File: config.mk
export PLATFORM = sky130hd
export DESIGN_NAME = uart_tx_frame_engine_flat
export DESIGN_NICKNAME = d
export VERILOG_FILES = /design/src/rtl/uart_pkg.sv /design/src/rtl/uart_tx_frame_engine_if.sv /design/src/rtl/uart_tx_shift_reg.sv /design/src/rtl/uart_tx_frame_engine.sv /design/src/flat_wrapper.sv
export SDC_FILE = /design/constraint.sdc
export NUM_CORES = 1
export LEC_CHECK = 0
export BUFFER_PORTS_ARGS = -buffer_cell sky130_fd_sc_hd__buf_2
export CELL_PAD_IN_SITES_DETAIL_PLACEMENT = 1
export CELL_PAD_IN_SITES_GLOBAL_PLACEMENT = 1
export CORE_AREA = 2 2 56 71
export CTS_CLUSTER_DIAMETER = 40
export DETAILED_ROUTE_END_ITERATION = 12
export DIE_AREA = 0 0 58 73
export PLACE_DENSITY = 0.82
export SLEW_MARGIN = 10
export SYNTH_ARGS = -nofsm -noshare
export SYNTH_HDL_FRONTEND = slang
export SYNTH_SLANG_ARGS = --single-unit
File: constraint.sdc
create_clock -name UCLK -period 1.6 [get_ports UCLK]
set_input_delay 0.08 -clock UCLK [delete_from_list [all_inputs] [get_ports UCLK]]
set_output_delay 0.08 -clock UCLK [all_outputs]
set_load 0.1 [all_outputs]
File: src/rtl/uart_pkg.sv
// Shared definitions for the UART transmit frame engine: FSM state encoding,
// tx output-mux select codes, default geometry and the tx mux helper.
package uart_pkg;

    localparam int DATA_WIDTH_DEF    = 8;
    localparam int MIN_DATA_BITS_DEF = 5;

    typedef enum logic [2:0] {
        ST_IDLE   = 3'd0,
        ST_ARMED  = 3'd1,
        ST_START  = 3'd2,
        ST_DATA   = 3'd3,
        ST_PARITY = 3'd4,
        ST_STOP   = 3'd5,
        ST_BREAK  = 3'd6
    } tx_state_e;

    typedef enum logic [1:0] {
        SEL_START  = 2'd0,
        SEL_STOP   = 2'd1,
        SEL_DATA   = 2'd2,
        SEL_PARITY = 2'd3
    } tx_sel_e;

    function automatic logic tx_mux(input tx_sel_e sel, input logic data_bit, input logic parity_bit);
        logic v;
        case (sel)
            SEL_START:  v = 1'b0;
            SEL_DATA:   v = data_bit;
            SEL_PARITY: v = parity_bit;
            default:    v = 1'b1;
        endcase
        return v;
    endfunction

endpackage

File: src/rtl/uart_tx_frame_engine_if.sv
// Character handshake, frame configuration and serial/status outputs of the
// UART transmit engine, grouped with register-block (master) and engine (slave) views.
interface uart_tx_frame_engine_if #(parameter int DATA_WIDTH = 8);
    localparam int LEN_W = $clog2(DATA_WIDTH);

    logic                  baud_tick;
    logic                  data_valid;
    logic                  data_ready;
    logic [DATA_WIDTH-1:0] data_in;
    logic [LEN_W-1:0]      char_len;
    logic                  parity_en;
    logic                  parity_odd;
    logic                  two_stop;
    logic                  send_break;
    logic                  tx;
    logic                  busy;
    logic                  frame_done;

    modport master (
        output baud_tick, data_valid, data_in, char_len, parity_en, parity_odd, two_stop, send_break,
        input  data_ready, tx, busy, frame_done
    );

    modport slave (
        input  baud_tick, data_valid, data_in, char_len, parity_en, parity_odd, two_stop, send_break,
        output data_ready, tx, busy, frame_done
    );
endinterface

File: src/rtl/uart_tx_shift_reg.sv
// Character shift register for the UART transmitter: loads a character, shifts
// right on data-bit ticks, counts bits sent and holds the parity of the active bits.
module uart_tx_shift_reg #(
    parameter int DATA_WIDTH = 8,
    parameter int LEN_W      = 3
) (
    input  logic                  clk,
    input  logic                  reset,
    input  logic                  i_load,
    input  logic                  i_shift,
    input  logic [DATA_WIDTH-1:0] i_data,
    input  logic [LEN_W-1:0]      i_len_m1,
    input  logic                  i_parity_odd,
    output logic                  o_next_bit,
    output logic                  o_parity,
    output logic                  o_last
);

    logic [DATA_WIDTH-1:0] r_shift;
    logic [LEN_W-1:0]      r_bit_cnt;
    logic [LEN_W-1:0]      r_len_m1;
    logic                  r_parity;

    // Bits above the character length never reach the line, so they are excluded here.
    function automatic logic masked_parity(input logic [DATA_WIDTH-1:0] data,
                                           input logic [LEN_W-1:0] len_m1, input logic odd);
        logic acc;
        acc = odd;
        for (int i = 0; i < DATA_WIDTH; i++) begin
            if (i <= int'(len_m1)) begin
                acc = acc ^ data[i];
            end
        end
        return acc;
    endfunction

    // Load on accept, shift and count on each data-bit tick.
    always_ff @(posedge clk) begin
        if (!reset) begin
            r_shift   <= '0;
            r_bit_cnt <= '0;
            r_len_m1  <= '0;
            r_parity  <= 1'b0;
        end else if (i_load) begin
            r_shift   <= i_data;
            r_bit_cnt <= '0;
            r_len_m1  <= i_len_m1;
            r_parity  <= masked_parity(i_data, i_len_m1, i_parity_odd);
        end else if (i_shift) begin
            r_shift   <= {1'b0, r_shift[DATA_WIDTH-1:1]};
            r_bit_cnt <= r_bit_cnt + LEN_W'(1);
        end else begin
            r_shift   <= r_shift;
            r_bit_cnt <= r_bit_cnt;
        end
    end

    // Bit that sits at the LSB after this cycle's update, so tx can be registered with no lag.
    assign o_next_bit = i_shift ? r_shift[1] : r_shift[0];
    assign o_parity   = r_parity;
    assign o_last     = (r_bit_cnt == r_len_m1);

endmodule

File: src/rtl/uart_tx_frame_engine.sv
// UART transmit frame engine: start / data / optional parity / 1-2 stop bits paced by baud_tick.
// Optional break generation is built when UART_TX_BREAK_EN is defined.
module uart_tx_frame_engine
    import uart_pkg::*;
#(
    parameter int DATA_WIDTH    = DATA_WIDTH_DEF,
    parameter int MIN_DATA_BITS = MIN_DATA_BITS_DEF
) (
    input  logic                   UCLK,
    input  logic                   reset,
    uart_tx_frame_engine_if.slave  bus
);

    localparam int               LEN_W      = $clog2(DATA_WIDTH);
    localparam logic [LEN_W-1:0] MIN_LEN_M1 = LEN_W'(MIN_DATA_BITS - 1);

    tx_state_e        r_state, w_state_n;
    logic             r_stop_cnt, w_stop_cnt_n;
    logic             r_parity_en, r_two_stop;
    logic             r_tx, r_busy, r_frame_done;
    logic             w_ready, w_accept, w_tick, w_done_n, w_tx_n;
    logic             w_next_bit, w_parity, w_last, w_shift;
    logic [LEN_W-1:0] w_len_m1;
    tx_sel_e          w_sel;

    assign w_tick   = bus.baud_tick;
    assign w_ready  = (r_state == ST_IDLE);
    assign w_accept = bus.data_valid & w_ready;
    assign w_len_m1 = (bus.char_len < MIN_LEN_M1) ? MIN_LEN_M1 : bus.char_len;
    assign w_shift  = (r_state == ST_DATA) & w_tick;

`ifndef UART_TX_BREAK_EN
    logic w_unused_break;
    assign w_unused_break = bus.send_break;
`endif

    uart_tx_shift_reg #(.DATA_WIDTH(DATA_WIDTH), .LEN_W(LEN_W)) u_shift (
        .clk          (UCLK),
        .reset        (reset),
        .i_load       (w_accept),
        .i_shift      (w_shift),
        .i_data       (bus.data_in),
        .i_len_m1     (w_len_m1),
        .i_parity_odd (bus.parity_odd),
        .o_next_bit   (w_next_bit),
        .o_parity     (w_parity),
        .o_last       (w_last)
    );

    // Next-state, stop counter and end-of-frame decode.
    always_comb begin
        w_state_n    = r_state;
        w_stop_cnt_n = r_stop_cnt;
        w_done_n     = 1'b0;
        case (r_state)
            ST_IDLE: begin
                if (w_accept) begin
                    w_state_n = ST_ARMED;
`ifdef UART_TX_BREAK_EN
                end else if (bus.send_break) begin
                    w_state_n = ST_BREAK;
`endif
                end else begin
                    w_state_n = ST_IDLE;
                end
            end
            ST_ARMED: begin
                if (w_tick) w_state_n = ST_START;
                else        w_state_n = ST_ARMED;
            end
            ST_START: begin
                if (w_tick) w_state_n = ST_DATA;
                else        w_state_n = ST_START;
            end
            ST_DATA: begin
                if (w_tick && w_last) begin
                    w_state_n    = r_parity_en ? ST_PARITY : ST_STOP;
                    w_stop_cnt_n = 1'b0;
                end else begin
                    w_state_n = ST_DATA;
                end
            end
            ST_PARITY: begin
                if (w_tick) begin
                    w_state_n    = ST_STOP;
                    w_stop_cnt_n = 1'b0;
                end else begin
                    w_state_n = ST_PARITY;
                end
            end
            ST_STOP: begin
                if (w_tick && r_two_stop && !r_stop_cnt) begin
                    w_stop_cnt_n = 1'b1;
                end else if (w_tick) begin
                    w_state_n = ST_IDLE;
                    w_done_n  = 1'b1;
                end else begin
                    w_state_n = ST_STOP;
                end
            end
`ifdef UART_TX_BREAK_EN
            // Pre-setting the stop counter leaves exactly one stop bit after a break.
            ST_BREAK: begin
                if (w_tick && !bus.send_break) begin
                    w_state_n    = ST_STOP;
                    w_stop_cnt_n = 1'b1;
                end else begin
                    w_state_n = ST_BREAK;
                end
            end
`endif
            default: begin
                w_state_n = ST_IDLE;
            end
        endcase
    end

    // Line level follows the state being entered so tx changes on the same edge as the state.
    always_comb begin
        case (w_state_n)
            ST_START, ST_BREAK: w_sel = SEL_START;
            ST_DATA:            w_sel = SEL_DATA;
            ST_PARITY:          w_sel = SEL_PARITY;
            default:            w_sel = SEL_STOP;
        endcase
        w_tx_n = tx_mux(w_sel, w_next_bit, w_parity);
    end

    // State, latched frame configuration and registered outputs.
    always_ff @(posedge UCLK) begin
        if (!reset) begin
            r_state      <= ST_IDLE;
            r_stop_cnt   <= 1'b0;
            r_parity_en  <= 1'b0;
            r_two_stop   <= 1'b0;
            r_tx         <= 1'b1;
            r_busy       <= 1'b0;
            r_frame_done <= 1'b0;
        end else begin
            r_state      <= w_state_n;
            r_stop_cnt   <= w_stop_cnt_n;
            r_tx         <= w_tx_n;
            r_busy       <= (w_state_n != ST_IDLE);
            r_frame_done <= w_done_n;
            if (w_accept) begin
                r_parity_en <= bus.parity_en;
                r_two_stop  <= bus.two_stop;
            end else begin
                r_parity_en <= r_parity_en;
                r_two_stop  <= r_two_stop;
            end
        end
    end

    assign bus.data_ready = w_ready;
    assign bus.tx         = r_tx;
    assign bus.busy       = r_busy;
    assign bus.frame_done = r_frame_done;

endmodule

File: src/flat_wrapper.sv
// flat-port wrapper written by rule: the top's interface ports become plain ports
module uart_tx_frame_engine_flat import uart_pkg::*;
#(
    parameter int DATA_WIDTH    = DATA_WIDTH_DEF,
    parameter int MIN_DATA_BITS = MIN_DATA_BITS_DEF
)
  (UCLK, reset, bus_baud_tick, bus_data_valid, bus_data_in, bus_char_len, bus_parity_en, bus_parity_odd, bus_two_stop, bus_send_break, bus_data_ready, bus_tx, bus_busy, bus_frame_done);
  uart_tx_frame_engine_if #(.DATA_WIDTH(DATA_WIDTH)) bus_i ();
  input  logic UCLK;
  input  logic reset;
  input wire logic [$bits(bus_i.baud_tick)-1:0] bus_baud_tick;
  input wire logic [$bits(bus_i.data_valid)-1:0] bus_data_valid;
  input wire logic [$bits(bus_i.data_in)-1:0] bus_data_in;
  input wire logic [$bits(bus_i.char_len)-1:0] bus_char_len;
  input wire logic [$bits(bus_i.parity_en)-1:0] bus_parity_en;
  input wire logic [$bits(bus_i.parity_odd)-1:0] bus_parity_odd;
  input wire logic [$bits(bus_i.two_stop)-1:0] bus_two_stop;
  input wire logic [$bits(bus_i.send_break)-1:0] bus_send_break;
  output wire logic [$bits(bus_i.data_ready)-1:0] bus_data_ready;
  output wire logic [$bits(bus_i.tx)-1:0] bus_tx;
  output wire logic [$bits(bus_i.busy)-1:0] bus_busy;
  output wire logic [$bits(bus_i.frame_done)-1:0] bus_frame_done;
  assign bus_i.baud_tick = bus_baud_tick;
  assign bus_i.data_valid = bus_data_valid;
  assign bus_i.data_in = bus_data_in;
  assign bus_i.char_len = bus_char_len;
  assign bus_i.parity_en = bus_parity_en;
  assign bus_i.parity_odd = bus_parity_odd;
  assign bus_i.two_stop = bus_two_stop;
  assign bus_i.send_break = bus_send_break;
  assign bus_data_ready = bus_i.data_ready;
  assign bus_tx = bus_i.tx;
  assign bus_busy = bus_i.busy;
  assign bus_frame_done = bus_i.frame_done;
  uart_tx_frame_engine #(.DATA_WIDTH(DATA_WIDTH), .MIN_DATA_BITS(MIN_DATA_BITS)) u_core (.UCLK(UCLK), .reset(reset), .bus(bus_i));
endmodule
After elaboration in Yosys (flattened, before gate mapping)
Index checks and enable logic that the tools add are counted.
- reduce and logical (&&, ||, !) cells: 13
- add/subtract/negate cells: 1
- bitwise gates (word level): 12
- $lt $le $gt $ge: 8
- multiplexer cells: 41
- eq/ne operators: 15
- operators with widths (cell ; count):
    2-to-1 mux 1 bit ; 30
    case mux 3 bit (6 select lines) ; 1
    2-to-1 mux 8 bit ; 2
    == test 3 x 2 -> 1 bit (second input constant) ; 4
    == test 3 bit (second input constant) ; 4
    less-or-equal comparator 3 bit (first input constant) ; 4
    2-to-1 mux 3 bit ; 4
    bitwise XOR 1 bit ; 8
    less-or-equal comparator 2 x 3 -> 1 bit (first input constant) ; 2
    case mux 1 bit (3 select lines) ; 2
    case mux 2 bit (3 select lines) ; 1
    nonzero test 3 bit ; 2
    == test 2 bit (second input constant) ; 2
    inequality test 2 bit (second input constant) ; 2
    AND reduction 4 bit ; 1
    OR reduction 2 bit ; 2
    adder 3 x 1 -> 3 bit (second input constant) ; 1
    == test 3 x 1 -> 1 bit (second input constant) ; 1
    == test 3 bit ; 1
    less-or-equal comparator 1 x 3 -> 1 bit (first input constant) ; 1
    logical AND 1 bit ; 3
    logical NOT 3 bit ; 1
    < comparator 3 bit (second input constant) ; 1
    OR reduction 3 bit ; 1
    other kinds (7) ; 9
- word-level logic and storage cells: 101
- input bits: 19
- output and inout port bits: 4
- bits in registers: 24

Longest topological paths before layout
Gate-level depths: netlist of the first run.
- depth in word-level cells: 30
- mapped depth: 7
- gate-level depth less buffers: 5

By module
A second synthesis of the first run with hierarchy kept.
- cells, all modules: 152
- area total of the unflattened synthesis: 1343.8 um^2
- modules (own cells, without submodules) (module ; area an instance (um^2) ; cells each ; times used ; sequential area each (um^2)):
    uart_tx_shift_reg ; 862.1 ; 97 ; 1 ; 300.3
    uart_tx_frame_engine ; 481.7 ; 55 ; 1 ; 180.2

Worst setup path before layout of the first run
No wires, ideal clock.
- path kind: register to register
- from: register u_core.r_state[0]
- to: register u_core.u_shift.r_shift[1]
- clock period less this slack: 3.748 ns
- arrival: 3.657 ns
- setup slack: -2.148 ns
- buffers on the path: 2
- cell stages (with the launch flop): 6
- data required time: 1.509 ns
- setup time: 0.091 ns
- cells stage by stage: dfxtp_1 -> buf_2 -> nor3_1 -> nand2_1 -> clkbuf_1 -> a311oi_1
- cells in the longest elaborated chain, start to end: 3
- elaborated cells on any way between the ends: 6
- classes of those cells: 1 x eq/ne; 1 x mux; 2 x bitwise; 2 x reduce/logical
- RTL lines (element ; line ; text):
    start, declared ; uart_tx_frame_engine.sv:17 ; tx_state_e r_state, w_state_n;
    start signal, assigned ; uart_tx_frame_engine.sv:140 ; r_state <= w_state_n;
    logical NOT 3 bit * ; uart_tx_frame_engine.sv:27 ; assign w_ready = (r_state == ST_IDLE);
    named net bus_data_ready ; flat_wrapper.sv:19 ; output wire logic [$bits(bus_i.data_ready)-1:0] bus_data_ready;
    AND 1 bit * ; uart_tx_frame_engine.sv:28 ; assign w_accept = bus.data_valid & w_ready;
    2-to-1 mux 8 bit or nonzero test 2 bit (tied branches) ; n/a ;
    end signal, assigned ; uart_tx_shift_reg.sv:45 ; r_shift <= i_data;
    end signal, assigned ; uart_tx_shift_reg.sv:50 ; r_shift <= {1'b0, r_shift[DATA_WIDTH-1:1]};
    end signal, assigned ; uart_tx_shift_reg.sv:53 ; r_shift <= r_shift;
    end, declared ; uart_tx_shift_reg.sv:19 ; logic [DATA_WIDTH-1:0] r_shift;
The timed path passes the listed nets; every way through them passes the cells marked *.
A chain may end at the register's enable or synchronous reset.

Worst setup path in the final report of the first run
- from: register u_core.u_shift.r_bit_cnt[1]
- to: register u_core.r_tx (netlist: u_core.bus.tx)
- cells in the longest elaborated chain, start to end: 9
- elaborated cells on any way between the ends: 14
- classes of those cells: 7 x eq/ne; 4 x mux; 3 x reduce/logical
- RTL lines (element ; line ; text):
    start, declared ; uart_tx_shift_reg.sv:20 ; logic [LEN_W-1:0] r_bit_cnt;
    start signal, assigned ; uart_tx_shift_reg.sv:51 ; r_bit_cnt <= r_bit_cnt + LEN_W'(1);
    start signal, assigned ; uart_tx_shift_reg.sv:54 ; r_bit_cnt <= r_bit_cnt;
    == test 3 bit * ; uart_tx_shift_reg.sv:61 ; assign o_last = (r_bit_cnt == r_len_m1);
    logical AND 1 bit * ; uart_tx_frame_engine.sv:76 ; if (w_tick && w_last) begin
    2-to-1 mux 3 bit * ; uart_tx_frame_engine.sv:76 ;
    case mux 3 bit (6 select lines) * ; uart_tx_frame_engine.sv:55 ; case (r_state)
    == test 3 x 2 -> 1 bit or == test 3 bit (tied branches) ; uart_tx_frame_engine.sv:120 ; case (w_state_n)
    OR reduction 2 bit ; uart_tx_frame_engine.sv:120 ;
    case mux 2 bit (3 select lines) * ; uart_tx_frame_engine.sv:120 ;
    == test 2 bit or logical NOT 2 bit (tied branches) ; uart_pkg.sv:27 ; case (sel)
    case mux 1 bit (3 select lines) * ; uart_pkg.sv:27 ;
    end signal, assigned ; uart_tx_frame_engine.sv:142 ; r_tx <= w_tx_n;
    end, declared ; uart_tx_frame_engine.sv:20 ; logic r_tx, r_busy, r_frame_done;
Every way passes the cells marked *; elsewhere a longest branch is shown, timed or not.

==> impl_results.md, run 1 <==
* Post-route ant nets at 0
* Final std cells w/o fill at 212
* Setup_tns at -0.0119 ns
* R2R setup slack at -0.01 ns
* Gr ovfl total at 0
* Worst Max-Slew Pin Slew at 0.538 ns
* Max Freq at 620 MHz
* Worst setup EP type: register
* CP max FO at 4
* Failing checks: setup timing
* CTS tree: yes
* Slowest CP cell: o32a_1
* Pwr Density at 1060 mW/mm^2
* IO Count at 23
* Worst skew pair latency at 0.27 ns
* Clk pwr share at 26.6%
* Most frequent cells in the layout: nand2_1, dfxtp_1, buf_2, nor2_1, a21oi_1
* Setup repair bufs after CTS at 0
* CP Launch Point: u_core.u_shift.r_bit_cnt[1]
* Power, Total at 1.61 mW
* Ant diodes at 0
* Final Setup Violations at 1
* FP Rows at 25
* Yosys warnings at 0
* Sequential Power Share at 42.7%
* Internal Pwr Total at 1.07 mW
* Worst VDD drop at 645 uV
* H-tree depth at 1
* Sw frac at 33.5%
* Fill cells at 433
* Initial Util at 33.4%
* Tcrit/Tclk final at 101%
* Final min period at 1.61 ns
* Total die area at 0.00423 sq mm
* Dpl ws at -0.00207 ns
* Hold Vio Cnt, Final at 0
* Area share of fa/ha/maj cells after synthesis at 1.03%
* Multiplexer area fraction after synthesis at 3.81%
* Global-route wire length before repair at 5300 microns
* Most common cell after layout, fill and taps aside: nand2_1
* Port-buffer cells at 21
* Leakage at 0.591 nW
* DR pass1 iterations at 4
* Critical path's largest stage delay at 0.39 ns
* DR WL/cell at 15.3 microns
* Clock sinks at 24
* Synth unique cells at 36
* FF-to-FF End: u_core.bus.tx
* Worst slew margin at 64.1%
* Combinational group share of total power at 30.6%
* Worst-path cell chain: xnor2_1 > a41oi_2 > o32a_1 > a311o_1
* GRT Overall Usage at 17.0%
* Synth area leader: dfxtp_1
* Worst Reg-to-Reg Cells at 4
* Compound-cell area share of the yosys netlist at 17.2%
* Die Wd at 58 microns
* Hold Crit Depth at 3
* Final wirelength at 3240 microns
* Max Slew Vio Count at 0
* RR Startpoint: u_core.u_shift.r_bit_cnt[1]
* Final Util at 41.7%
* Share of cells above drive strength 1 at 28.5%
* DP HPWL at 2380 microns
* DRC at 0
* Cells after Synth at 146
* Worst Setup EP: u_core.bus.tx
* Post-synth EDFFs at 0
* Post-Place Cells at 208
* Post-synth top area share at 39.6%
* Initial antenna violation count at 0
* # nets final at 193
* Asr flop ratio synth at 0%
* Starting DRT DRC Count at 27
* Syn Nets at 166
* CTS Buf Count at 3
* Vias/cell at 5.39
* Top cells by area, synth: dfxtp_1, nand2_1, xnor2_1
* Clk_skew at 0.00268 ns
* Startpoint class of the critical path: register
* Post-Syn Area at 0.00121 sq mm
* Register area share after synthesis at 39.6%
* Worst setup margin at -0.0119 ns
* Via count at 1143
* CTS root buffer: clkbuf_8
* Worst Path Required at 1.76 ns
* Clock-pin slew on the worst setup and hold paths at 0.09 ns
* P_sw at 538 uW
* Status: finished with violations
* Synth Flop Type: dfxtp_1
* Post-Synth XOR/XNOR Area at 7.94%
* Synth-to-layout area growth at 24.6%
* GP Congestion at 0.834
* Post-synthesis share of cell area spent on and, or, nand and nor gates at 24.8%
* Critical Setup Path Class: reg -> reg
* CORE AREA at 0.00363 sq mm
* Worst EP arrival at 1.77 ns
* Seq cells post-synth at 24
* Clk buf depth at 2
* Worst hold path class: in -> reg
* Largest net degree at the start of global routing at 19
* Largest family of logic cells by synthesized area: simple AND/OR/NAND/NOR gates
* Avg Inst Size Synth at 8.31 sq um
* Number of max-cap violations at 0
* Die Y at 73 microns
* Vias in the first global route at 1195
layout make-up:
| cell class | count | area, sq um | area share [%] |
|---|---|---|---|
| multi-input cells | 111 | 712 | 47.1 |
| flip-flops and latches | 24 | 484 | 32.0 |
| repair buffers | 30 | 200 | 13.2 |
| clock buffers | 4 | 55.1 | 3.64 |
| well taps | 40 | 50.0 | 3.31 |
| inverters | 3 | 11.3 | 0.744 |
Yosys cell counts, types with 2 or more instances:
master    count
nand2_1      25
dfxtp_1      24
nor2_1       14
a21oi_1      11
xnor2_1      10
nand3_1       7
a311oi_1      5
nor3_1        5
o21ai_0       5
buf_2         3
buf_6         3
inv_1         3
nand2b_1      3
and3_1        2
clkbuf_1      2
mux2i_1       2
nand4_1       2
nor2b_1       2
flip-flops by register name, summed over array words and instances (netlist names):
register and cells:
u_core.r_stop_cnt 1, u_core.r_two_stop 1, u_core.u_shift.o_parity 1, u_core.bus.busy 1, u_core.r_state 3, u_core.u_shift.r_bit_cnt 3
u_core.r_parity_en 1, u_core.u_shift.r_len_m1 3, u_core.bus.frame_done 1, u_core.bus.tx 1, u_core.u_shift.r_shift 8
cell families after synthesis:
| family | after synthesis |
|---|---|
| adders and majority gates | 1 |
| muxes | 4 |
| DFF | 24 |
| xor gates and xnor gates | 11 |
| AOI/OAI and AO/OA | 31 |
| and+or+nand+nor | 64 |
| buffers and inverters | 11 |
per-stage QoR:
step	instance area [sq um]	hold WS, ns
final	1510	0.0461
after global routing	1510	0.0678
after CTS	1490	0.0453
after detailed placement	1430	0.341
after global placement	1430	0.323
after floorplan	1250	0.208
worst min path at each step:
stage | from | endpoint
after floorplan | reset | u_core.bus.busy
after global placement | bus_parity_en | u_core.r_parity_en
after detailed placement | bus_parity_en | u_core.r_parity_en
after CTS | bus_parity_en | u_core.r_parity_en
after global routing | bus_data_in[7] | u_core.u_shift.r_shift[7]
final | bus_parity_en | u_core.r_parity_en
power groups by stage:
stage	Clock [mW]	Combinational [mW]	Sequential, mW
2_1_floorplan	0	0.290	0.747
3_3_place_gp	0	0.468	0.695
3_5_place_dp	0	0.483	0.697
4_1_cts	0.434	0.491	0.684
5_1_grt	0.453	0.535	0.693
6_report	0.428	0.492	0.687
routing by layer:
layer | vias to the layer above | global-route usage [%] | wire length (microns)
met2 | 33 | 31.3 | 1760
met5 | - | 0 | 0
met4 | 0 | 10.9 | 89
met1 | 546 | 16.7 | 1240
li1 | 557 | - | -
met3 | 7 | 3.72 | 150
repair_timing:
action | 4_1_cts | 5_1_grt
cloned | 0 | 0
hold buffers | 0 | 0
gates resized for setup | 2 | 6
endpoints found under the setup margin | 3 | 1
critical path: cells and delay by family, from the launching register on:
| kind | cells | cell delay [ns] |
|---|---|---|
| XOR/XNOR | 1 | 0.25 |
| flip-flops | 1 | 0.35 |
| AO/OA/AOI/OAI | 3 | 0.90 |
Power figures use the tool's default switching activity.
==> run 2, diff against run 1 <==
- SKIP_CTS_REPAIR_TIMING: default -> 1
==> impl_results.md, run 2 (synthesis gave the netlist of run 1 again) <==
* Failing checks: setup timing
* CTS tree: yes
* Worst Setup EP: u_core.bus.tx
* Max Slew Vio Count at 0 (unchanged)
* Clock sinks at 24 (unchanged)
* Pwr Density at 1060 mW/mm^2 (about the same)
* Worst Max-Slew Pin Slew at 0.542 ns (+0.00408 ns)
* CTS root buffer: clkbuf_8
* Worst setup EP type: register
* Leakage at 0.591 nW (unchanged)
* Most common cell after layout, fill and taps aside: nand2_1
* Post-Place Cells at 208 (unchanged)
* DR WL/cell at 15.3 microns (+0.34%)
* Share of cells above drive strength 1 at 28.5% (unchanged)
* Global-route wire length before repair at 5290 microns (-0.13%)
* CP Launch Point: u_core.u_shift.r_bit_cnt[1]
* Vias in the first global route at 1197 (+0.17%)
* Starting DRT DRC Count at 24 (-11%)
* Worst Path Required at 1.76 ns (about the same)
* Die Wd at 58 microns (unchanged)
* Max Freq at 625 MHz (+0.70%)
* Largest net degree at the start of global routing at 19 (unchanged)
* H-tree depth at 1 (unchanged)
* Post-route ant nets at 0 (unchanged)
* Placed cell area at 0.00143 sq mm (unchanged)
* FF-to-FF End: u_core.bus.tx
* Most frequent cells in the layout: nand2_1, dfxtp_1, buf_2, nor2_1, a21oi_1
* DR pass1 iterations at 4 (unchanged)
* Ant diodes at 0 (unchanged)
* # nets final at 193 (unchanged)
* Worst Reg-to-Reg Cells at 4 (unchanged)
* Final min period at 1.60 ns (-0.0113 ns)
* Worst slew margin at 63.8% (-0.27 points)
* Via count at 1140 (-0.26%)
* GRT Overall Usage at 16.9% (-0.037 points)
* CTS Buf Count at 3 (unchanged)
* Clk_skew at 0.00248 ns (-0.000201 ns)
* Worst hold path class: in -> reg
* Fill cells at 433 (unchanged)
* Vias/cell at 5.38 (-0.26%)
* CP max FO at 4 (unchanged)
* Setup_tns at -0.000655 ns (+0.0113 ns)
* Number of max-cap violations at 0 (unchanged)
* Tcrit/Tclk final at 100% (-0.70 points)
* Worst VDD drop at 645 uV (about the same)
* Final Util at 41.7% (unchanged)
* Biggest register: u_core.u_shift.r_shift
* Initial Util at 33.4% (unchanged)
* GP Congestion at 0.834 (unchanged)
* Post-route design area at 0.00151 sq mm (unchanged)
* Port-buffer cells at 21 (unchanged)
* IO Count at 23 (unchanged)
* R2R setup slack at -0.0007 ns (about the same)
* Largest register FFs at 8 (unchanged)
* DRC at 0 (unchanged)
* Final Setup Violations at 1 (unchanged)
* Gr ovfl total at 0 (unchanged)
* Final wirelength at 3250 microns (+0.34%)
* Worst EP arrival at 1.76 ns (about the same)
* Status: finished with violations
* RR Startpoint: u_core.u_shift.r_bit_cnt[1]
* Clock-pin slew on the worst setup and hold paths at 0.09 ns (about the same)
* Power, Total at 1.61 mW (about the same)
* Worst setup margin at -0.000655 ns (+0.0113 ns)
* Synth-to-layout area growth at 24.6% (unchanged)
* Hold Vio Cnt, Final at 0 (unchanged)
* Clk buf depth at 2 (unchanged)
* Critical Setup Path Class: reg -> reg
* DP HPWL at 2380 microns (unchanged)
* FP Rows at 25 (unchanged)
* Worst skew pair latency at 0.27 ns (about the same)
* Startpoint class of the critical path: register
* Final std cells w/o fill at 212 (unchanged)
* CORE AREA at 0.00363 sq mm (unchanged)
* Die Y at 73 microns (unchanged)
* Total die area at 0.00423 sq mm (unchanged)
* Initial antenna violation count at 0 (unchanged)
==> run 2: layer usage <==
metal / routed length (microns) / part of all wire [%] / vias to the layer above / global-route usage (%)
li1: - / - / 557 / -
met1: 1250 / 38 / 553 / 16.5
met2: 1800 / 55 / 25 / 31.6
met3: 133 / 4.1 / 5 / 3.90
met4: 68 / 2.1 / 0 / 10.3
met5: 0 / 0 / - / 0
==> run 2: worst min path at each step <==
| stage | startpoint | end | slack, ns | depth (start not counted) |
|---|---|---|---|---|
| finish | bus_data_in[7] | u_core.u_shift.r_shift[7] | 0.05 | 3 |
| global route | bus_data_in[7] | u_core.u_shift.r_shift[7] | 0.07 | 3 |
| CTS | bus_parity_en | u_core.r_parity_en | 0.05 | 3 |
| detailed placement | bus_parity_en | u_core.r_parity_en | 0.34 | 3 |
| global placement | bus_parity_en | u_core.r_parity_en | 0.32 | 3 |
| floorplan | reset | u_core.bus.busy | 0.21 | 2 |
==> run 2: report_power, final <==
part	switching, mW	internal, mW
clock	0.208	0.220
sequential	0.0326	0.654
combinational	0.297	0.195
total	0.537	1.07
==> run 2: per-stage QoR <==
stage | hold slack (ns) | setup WS [ns]
6_report | 0.0502 | -0.000655
3_5_place_dp | 0.341 | -0.00207
5_1_grt | 0.0678 | -0.0481
3_3_place_gp | 0.323 | 0.0631
2_1_floorplan | 0.208 | -0.398
4_1_cts | 0.0453 | -0.0272
==> run 2: layout make-up <==
cell class                 instances  area [sq um]  area share (%)
tap                               40          50.0            3.31
sequential                        24           484            32.0
timing repair buffer              30           200            13.2
multi-input combinational        111           712            47.1
inverter                           3          11.3           0.744
clock buffer                       4          55.1            3.64
==> run 2: worst max-delay path, cell delays in order, from the launching register on <==
cell	delay, ns
dfxtp_1	0.35
xnor2_1	0.25
a41oi_2	0.22
o32a_1	0.39
a311o_1	0.28
==> run 3, diff against run 2 <==
- PLACE_DENSITY: 0.82 -> default
- PLACE_DENSITY_LB_ADDON: default -> 0.1
==> impl_results.md, run 3 (synthesis gave the netlist of run 1 again) <==
* Status: finished clean
* Worst skew pair latency at 0.26 ns (about the same)
* Dpl ws at -0.0282 ns (-0.0261 ns)
* Hold Vio Cnt, Final at 0 (unchanged)
* Port-buffer cells at 21 (unchanged)
* Initial antenna violation count at 0 (unchanged)
* Initial Util at 33.4% (unchanged)
* RSZ-0062 raised after global routing: yes
* Worst Hold End: u_core.r_two_stop
* Worst Reg-to-Reg Cells at 5 (+1)
* Worst Max-Slew Pin Slew at 0.581 ns (+0.0384 ns)
* GP Congestion at 0.760 (-9.0%)
* CORE AREA at 0.00363 sq mm (unchanged)
* Post-Place Cells at 208 (unchanged)
* Final std cells w/o fill at 211 (-0.47%)
* # nets final at 193 (unchanged)
* Final Setup Violations at 0 (-1)
* Leakage at 0.585 nW (-1.1%)
* Synth-to-layout area growth at 24.3%
* Most frequent cells in the layout: nand2_1, dfxtp_1, buf_2, nor2_1, a21oi_1
* Biggest register: u_core.u_shift.r_shift
* RR Startpoint: u_core.r_state[1]
* DP HPWL at 2310 microns (-2.8%)
* Clk_skew at 0.00274 ns (+0.000259 ns)
* R2R setup slack at 0.03 ns (+0.04 ns)
* Pwr Density at 1010 mW/mm^2 (-4.6%)
* GRT Overall Usage at 15.7% (-1.2 points)
* Die Wd at 58 microns (unchanged)
* Most common cell after layout, fill and taps aside: nand2_1
* Worst slew margin at 61.2% (-2.6 points)
* CTS tree: yes
* Number of max-cap violations at 0 (unchanged)
* Gr ovfl total at 0 (unchanged)
* H-tree depth at 1 (unchanged)
* Fin Hold WS at 0.0487 ns (-0.00147 ns)
* Largest net degree at the start of global routing at 19 (unchanged)
* CP max FO at 6 (+2)
* Worst setup margin at 0.0346 ns (+0.0352 ns)
* Final min period at 1.57 ns (-0.0352 ns)
* Placed cell area at 0.00143 sq mm (unchanged)
* Ant diodes at 0 (unchanged)
* IO Count at 23 (unchanged)
* DRC at 0 (unchanged)
* Vias in the first global route at 1164 (-2.8%)
* Largest register FFs at 8 (unchanged)
* Power, Total at 1.53 mW (-4.8%)
* Worst Path Required at 1.75 ns (about the same)
* Worst hold path class: in -> reg
* Hold Crit Depth at 3 (unchanged)
* Max Slew Vio Count at 0 (unchanged)
* Clk buf depth at 2 (unchanged)
* Global-route wire length before repair at 5210 microns (-1.6%)
* Total die area at 0.00423 sq mm (unchanged)
* Worst VDD drop at 589 uV (-8.7%)
* Startpoint class of the critical path: register
* Max Freq at 639 MHz (+2.3%)
* Post-route ant nets at 0 (unchanged)
* Starting DRT DRC Count at 20 (-17%)
* Via count at 1096 (-3.9%)
* CTS root buffer: clkbuf_8
* Clock sinks at 24 (unchanged)
* Clock-pin slew on the worst setup and hold paths at 0.08 ns (about the same)
* DR pass1 iterations at 4 (unchanged)
* Final Util at 41.6% (-0.10 points)
* Final wirelength at 3010 microns (-7.5%)
* Worst EP arrival at 1.72 ns (-0.04 ns)
* Worst setup EP type: register
* FP Rows at 25 (unchanged)
* Critical Setup Path Class: reg -> reg
* Setup_tns at 0 ns (+0.000655 ns)
* Post-route design area at 0.00151 sq mm (-0.25%)
* Share of cells above drive strength 1 at 28.7% (+0.17 points)
* Vias/cell at 5.19 (-3.4%)
* Die Y at 73 microns (unchanged)
* CTS Buf Count at 3 (unchanged)
* DR WL/cell at 14.2 microns (-7.1%)
* Hold_sp: bus_two_stop
* Fill cells at 444 (+2.5%)
* Tcrit/Tclk final at 97.8% (-2.2 points)
* FF-to-FF End: u_core.bus.tx
## run 3: changes by cell type in the layout (fill, tap and decap cells not counted), sizes merged
| cell | delta |
|---|---|
| clkbuf | -1 |
## run 3: metal layers
metal	wire length (microns)	share of wire, %	GRT usage, %
met5	0	0	0
met4	30	1.0	4.65
met3	88	2.9	2.30
met2	1580	52	28.5
met1	1310	44	19.0
## run 3: layout make-up
type	count	area, sq um	share of cell area [%]
Clock buffer	3	41.3	2.74
Inverter	3	11.3	0.746
Multi-Input combinational cell	111	719	47.7
Sequential cell	24	487	32.3
Tap cell	40	50.0	3.32
Timing Repair Buffer	30	200	13.3
## run 3: how the worst max path moves through the flow
stage	endpoint	cells past startpoint	startpoint
after CTS	u_core.bus.tx	5	u_core.r_state[1]
after global routing	u_core.bus.tx	5	u_core.r_state[1]
after detailed placement	u_core.bus.tx	5	u_core.r_state[1]
final	u_core.bus.tx	5	u_core.r_state[1]
after floorplan	u_core.u_shift.r_shift[1]	5	u_core.r_state[1]
after global placement	u_core.bus.tx	5	u_core.r_state[1]
## run 3: report_power, final
part           total (mW)  switching [mW]  internal, mW
sequential          0.690          0.0362         0.654
combinational       0.479           0.288         0.191
clock               0.359           0.191         0.168
total                1.53           0.515          1.01
## run 3: critical path, stage by stage, from the launching register on
cell	delay, ns
dfxtp_4	0.38
nor2b_4	0.15
and3_4	0.19
mux2_4	0.31
o32a_1	0.16
a311o_1	0.28
